--- config.mk ---
export PLATFORM = sky130hd
export DESIGN_NAME = alu_cmd_issue
export DESIGN_NICKNAME = d
export VERILOG_FILES = /design/src/rtl/alu_cmd_issue.sv
export SDC_FILE = /design/constraint.sdc
export NUM_CORES = 1
export LEC_CHECK = 0
export ABC_AREA = 1
export ABC_CLOCK_PERIOD_IN_PS = 2500
export CAP_MARGIN = 15
export CORE_UTILIZATION = 45
export DETAILED_ROUTE_END_ITERATION = 10
export GPL_TIMING_DRIVEN = 0
export PLACE_DENSITY = 0.67
export RECOVER_POWER = 50
export SYNTH_ARGS = -nofsm -noshare
export SYNTH_HDL_FRONTEND = slang
export SYNTH_SLANG_ARGS = --single-unit
export TNS_END_PERCENT = 50
--- constraint.sdc ---
create_clock -name clk -period 2.5 [get_ports clk]
set_input_delay 0.375 -clock clk [delete_from_list [all_inputs] [get_ports clk]]
set_output_delay 0.375 -clock clk [all_outputs]
set_load 0.1 [all_outputs]
--- src/rtl/alu_cmd_issue.sv ---
// Command FIFO + issue stage feeding the combinational 4-bit alu; results return in order, tagged with opcode.
// Latency: push at edge k into an idle, empty block -> popped at k+1, out_valid high after k+2; one result per 2 cycles max.
// Backpressure: in_ready drops when the FIFO is full (no bypass); a result stalled by out_ready holds out_y/out_op and blocks issue.
module alu_cmd_issue #(
  parameter int DEPTH = 4
) (
  input  logic                   clk,
  input  logic                   rst,
  input  logic                   in_valid,
  output logic                   in_ready,
  input  logic [3:0]             in_a,
  input  logic [3:0]             in_b,
  input  logic [2:0]             in_op,
  output logic [3:0]             alu_a,
  output logic [3:0]             alu_b,
  output logic [2:0]             alu_s,
  input  logic [3:0]             alu_y,
  output logic                   out_valid,
  input  logic                   out_ready,
  output logic [3:0]             out_y,
  output logic [2:0]             out_op,
  output logic [$clog2(DEPTH):0] count
);

  localparam int AW = $clog2(DEPTH);
  localparam int CW = AW + 1;

  typedef struct packed {
    logic [2:0] op;
    logic [3:0] a;
    logic [3:0] b;
  } cmd_t;

  typedef enum logic [1:0] {
    IDLE,
    EXEC,
    RESULT
  } state_t;

  cmd_t          mem [DEPTH];
  cmd_t          in_cmd;
  cmd_t          head;
  logic [AW-1:0] wr_ptr;
  logic [AW-1:0] rd_ptr;
  logic [CW-1:0] cnt_q;
  logic          push;
  logic          pop;
  logic          has_cmd;
  state_t        state_q;
  state_t        state_d;

  assign in_cmd   = '{op: in_op, a: in_a, b: in_b};
  assign head     = mem[rd_ptr];
  assign in_ready = (cnt_q != CW'(DEPTH));
  assign count    = cnt_q;
  assign has_cmd  = (cnt_q != '0);
  assign push     = in_valid && in_ready;

  // Storage carries no reset: stale entries are unreachable once the pointers clear.
  always_ff @(posedge clk) begin
    if (push) begin
      mem[wr_ptr] <= in_cmd;
    end
  end

  always_ff @(posedge clk or posedge rst) begin
    if (rst) begin
      wr_ptr <= '0;
      rd_ptr <= '0;
      cnt_q  <= '0;
    end else begin
      if (push) begin
        wr_ptr <= wr_ptr + AW'(1);
      end
      if (pop) begin
        rd_ptr <= rd_ptr + AW'(1);
      end
      case ({push, pop})
        2'b10:   cnt_q <= cnt_q + CW'(1);
        2'b01:   cnt_q <= cnt_q - CW'(1);
        default: cnt_q <= cnt_q;
      endcase
    end
  end

  always_ff @(posedge clk or posedge rst) begin
    if (rst) begin
      state_q <= IDLE;
    end else begin
      state_q <= state_d;
    end
  end

  // pop is only ever raised when has_cmd, so the FIFO never underflows.
  always_comb begin
    state_d = state_q;
    pop     = 1'b0;
    case (state_q)
      IDLE: begin
        if (has_cmd) begin
          pop     = 1'b1;
          state_d = EXEC;
        end
      end
      EXEC: begin
        state_d = RESULT;
      end
      RESULT: begin
        if (out_ready) begin
          if (has_cmd) begin
            pop     = 1'b1;
            state_d = EXEC;
          end else begin
            state_d = IDLE;
          end
        end
      end
      default: begin
        state_d = IDLE;
      end
    endcase
  end

  always_ff @(posedge clk or posedge rst) begin
    if (rst) begin
      alu_a     <= '0;
      alu_b     <= '0;
      alu_s     <= '0;
      out_y     <= '0;
      out_op    <= '0;
      out_valid <= 1'b0;
    end else begin
      if (pop) begin
        alu_a <= head.a;
        alu_b <= head.b;
        alu_s <= head.op;
      end
      if (state_q == EXEC) begin
        out_y  <= alu_y;
        out_op <= alu_s;
      end
      out_valid <= (state_d == RESULT);
    end
  end

endmodule

## Word-level counts from Yosys, hierarchy flattened

Memories as Yosys holds them, arrays and structs flattened. A register that Yosys moved wholly into a read port is not among the register bits.
Cells that the tools add are included.

- $add $sub $neg: 4
- Equal/unequal tests: 6
- Muxes and demuxes: 10
- Reductions and logical operators: 4

Operator list:

| cell | count |
|---|---|
| $eq A2 B2 Y1 const B | 3 |
| $pmux W2 S3 | 1 |
| $pmux W3 S2 | 1 |
| $mux W1 | 5 |
| $add A2 B1 Y2 const B | 2 |
| $eq A2 B1 Y1 const B | 2 |
| $mux W2 | 2 |
| $add A3 B1 Y3 const B | 1 |
| $ne A3 B3 Y1 const B | 1 |
| $reduce_bool A3 Y1 | 1 |
| $sub A3 B1 Y3 const B | 1 |
| $logic_not A2 Y1 | 1 |
| $pmux W1 S2 | 1 |
| $reduce_bool A2 Y1 | 1 |
| $logic_and A1 B1 Y1 | 1 |

- Register bits after elaboration: 17
- Bits in writable memories: 44
- Output and inout port bits: 23
- Word-level logic and storage cells: 32
- Memories kept: 1

Memories:

| name | depth | bits a word | rd ports | clocked after Yosys merged registers in | write ports | line | source |
|---|---|---|---|---|---|---|---|
| mem | 4 | 11 | 1 | 1 | 1 | 40 | `cmd_t mem [DEPTH];` |

## Depth between registers and ports, before layout

- Depth in word-level cells: 6
- Depth in mapped cells: 12
- Depth with buffers taken out: 11

## Least setup slack after synthesis

No wires, ideal clock.

- Path kind: register to register
- Start point: register cnt_q[2], in the netlist count[2]
- End point: register cnt_q[2], in the netlist count[2]
- Setup time: 127 ps
- Arrival: 3259 ps
- Data required time: 2373 ps
- Slack: -885 ps
- Stages on the path, launching flop included: 9
- Period minus slack after synthesis: 3385 ps
- Path through: dfrtp_1 nand3_1 nand2_2 ha_1 inv_1 fa_1 nand2_1 nand3_1 xor2_1

- Elaborated cells between the ends (all ways): 12

RTL lines:

| element | line | source |
|---|---|---|
| start, declared | 45 | `logic [CW-1:0] cnt_q;` |
| start signal, assigned | 79 | `2'b10: cnt_q <= cnt_q + CW'(1);` |
| start signal, assigned | 80 | `2'b01: cnt_q <= cnt_q - CW'(1);` |
| start signal, assigned | 81 | `default: cnt_q <= cnt_q;` |
| $ne A3 B3 Y1 (*) | 54 | `assign in_ready = (cnt_q != CW'(DEPTH));` |
| via in_ready | 10 | `output logic in_ready,` |
| $logic_and A1 B1 Y1 (*) | 57 | `assign push = in_valid && in_ready;` |
| $eq A2 B1 Y1 or $eq A2 B2 Y1 (tied branches) | 78 | `case ({push, pop})` |
| $pmux W3 S2 or $reduce_bool A2 Y1 (tied branches) | -- |  |

Mark *: on every way through the listed nets, which the timed path passes. The rest lies on a longest branch.
A chain may end at the register's enable or synchronous reset.

## Worst setup path in the final report

- Start point: register alu_s[1] (read register of mem)
- End point: output port alu_s[1]

RTL lines:

| element | line | source |
|---|---|---|
| start, declared | 16 | `output logic [2:0] alu_s,` |

No word-level cell between the ends.

==> metrics.md <==
| Metric | Value |
|---|---|
| Final WL | 5.69 mm |
| DRT Pass-1 Iters | 7 |
| Setup violators final | 0 |
| ANT cells | 0 |
| Maximum clock path buffer count | 2 |
| Crit Path Class | flop to primary output |
| Hold Fails Final Rpt | 0 |
| Top delay family on crit path | buffers and inverters |
| Antenna violations before repair | 0 |
| CTS H-tree depth | 3 |
| Clk pin slew, worst setup/hold paths | 80 ps |
| Mapped Cells | 315 |
| CTS tree | yes |
| Root Driver | clkbuf_8 |
| Mapped Area | 3160 um2 |
| Max stage delay on crit path | 1150 ps |
| Wirelength per Cell | 12.1 um |
| Area taken by multi-input logic gates | 771 um2 |
| Syn_nets | 340 |
| Number of global-route vias before repair | 2,094 |
| Hold Crit Class | input pin to async pin |
| Reg2reg end | count[2] |
| Die height | 85.7 um |
| Remaining Overflow, GRT | 0 |
| Core region area | 6790 um2 |
| I/O pin total | 42 |
| # fillers | 612 |
| Yosys cell types | 21 |
| Layout cells sized above 1 | 8.56% |
| DRC | 0 |
| Worst slew pin tran | 1120 ps |
| Hold Buf Count CTS | 0 |
| DR iter-0 viols | 104 |
| Leading cell type in the layout, fill and taps excluded | nand2_1 |
| I/O Buffers | 41 |
| ANT nets after route | 0 |
| Yosys top cell area share | 41.9% |
| Initial core utilization | 46.4% |
| Total Die Area | 7350 um2 |
| Flop-to-flop setup slack | 450 ps |
| Vias per std cell | 4.39 |
| CP cell instances | clkdlybuf4s50_1 |
| RePlAce Congestion | 0.773 |
| Fmax | 444 MHz |
| Status | complete, no violations |
| Final Cycle Share | 90.1% |
| CP Launch Type | flop |
| Synthesis warning total | 0 |
| Most frequent cells in the layout | nand2_1 (108), inv_1 (69), edfxtp_1 (44), clkdlybuf4s50_1 (28), nand3_1 (26) |
| RSZ-0062 raised after global routing | no |
| Post-route cell area | 3880 um2 |
| Vias | 2,062 |
| Dominant cells by area after synthesis | edfxtp_1 (42%), dfrtp_1 (22%), nand2_1 (13%) |
| WP data arrival | 1880 ps |
| Sequential area share after synthesis | 64.1% |
| Area leader, netlist | edfxtp_1 |
| Worst R2R Path Depth | 11 |
| GRT Resource Usage Total | 18.0% |
| Final Slew Violations | 0 |
| Placed Area | 3700 um2 |
| Area grow syn2layout | 22.9% |
| Crit path max fanout | 3 |
| Crit. End Element | primary output |
| Largest net degree at the start of global routing | 29 |
| Critical Path RT | 2120 ps |
| Nets@finish | 394 |
| Slew headroom | 24.9% |
| # rows | 30 |
| Post-Route Skew | 8.19 ps |
| Sequential Area | 2030 um2 |
| Flops & latches, synth | 72 |
| Hpwl dp | 3.79 mm |
| Fin Setup TNS | 0 ps |
| Max-cap check violation count | 0 |
| Worst path bufs/invs | 1 |
| First-pass GRT wire length | 9.78 mm |
| CP max-delay cell | clkdlybuf4s50_1 |
| Num Clock Sinks | 72 |
| Reg2Reg Launch Point | count[0] |
| Total CTS buffers | 9 |
| Die width | 85.7 um |
| Clock Latency Late Sink | 340 ps |
| Avg Cell Area, Syn | 10.0 um2 |
| Minimum clock period | 2250 ps |
## state kept, by name (all words and copies together), names as in the netlist
name       cells
out_valid      1
wr_ptr         2
out_y          4
state_q        2
count          3
mem           44
rd_ptr         2
alu_b          4
alu_s          3
out_op         3
alu_a          4
## synth_stat cells, drive strengths merged
master,count
nand2,109
inv,69
edfxtp,44
dfrtp,28
nand3,27
buf,11
o21ai,10
nor2,6
ha,5
xor2,3
fa,1
or2,1
xnor2,1
## worst max-delay path by stage
stage / startpoint / to / slack (ps) / cells past startpoint
after floorplan: count[0] / count[2] / 90 / 9
after global placement: out_ready / count[2] / 40 / 12
after detailed placement: out_ready / count[2] / 30 / 12
after CTS: count[0] / in_ready / 40 / 3
after global routing: out_ready / count[2] / 190 / 13
final: alu_s[1] / alu_s[1] / 250 / 1
## stage by stage
step / cells / hold WS, ps / setup WS (ps) / util [%]
global placement: 452 / 462 / 42.2 / 54.5
detailed placement: 452 / 466 / 33.7 / 54.5
floorplan: 315 / 440 / 88.6 / -
finish: 470 / 409 / 248 / 57.1
global route: 470 / 432 / 189 / 57.1
CTS: 468 / 483 / 37.7 / 57.6
## kinds of logic after synthesis
group                    share of synthesized area [%]
buffers and inverters                             11.1
XOR/XNOR                                          1.11
adder cells (fa/ha/maj)                           2.62
flip-flops                                        64.1
AO/OA/AOI/OAI                                     2.42
AND/OR/NAND/NOR                                   18.7
## area by class of cell
| class | count | share of cell area, % |
|---|---|---|
| well taps | 96 | 3.10 |
| flip-flops and latches | 72 | 52.2 |
| repair buffers | 43 | 10.9 |
| multi-input cells | 163 | 19.9 |
| clock inverters | 6 | 2.16 |
| clock buffers | 10 | 3.29 |
| inverters | 69 | 6.68 |
| plain buffers | 11 | 1.71 |
## routing by layer
| layer | vias to the layer above | GRT usage (%) | wire length [um] | share of wire (%) |
|---|---|---|---|---|
| met4 | 0 | 10.6 | 167 | 2.9 |
| met3 | 15 | 4.33 | 233 | 4.1 |
| li1 | 1065 | - | - | - |
| met2 | 57 | 28.9 | 2580 | 45 |
| met1 | 925 | 22.3 | 2710 | 48 |
| met5 | - | 0 | 0 | 0 |
## what timing repair did
item | CTS | global route
hold endpoints to repair | 0 | 0
gates resized for setup | 0 | 1
setup buffers | 0 | 0
setup endpoints to repair | 0 | 1
Power is not shown: default switching activity piles up to over one toggle a cycle in this logic, so the estimate is an artifact.
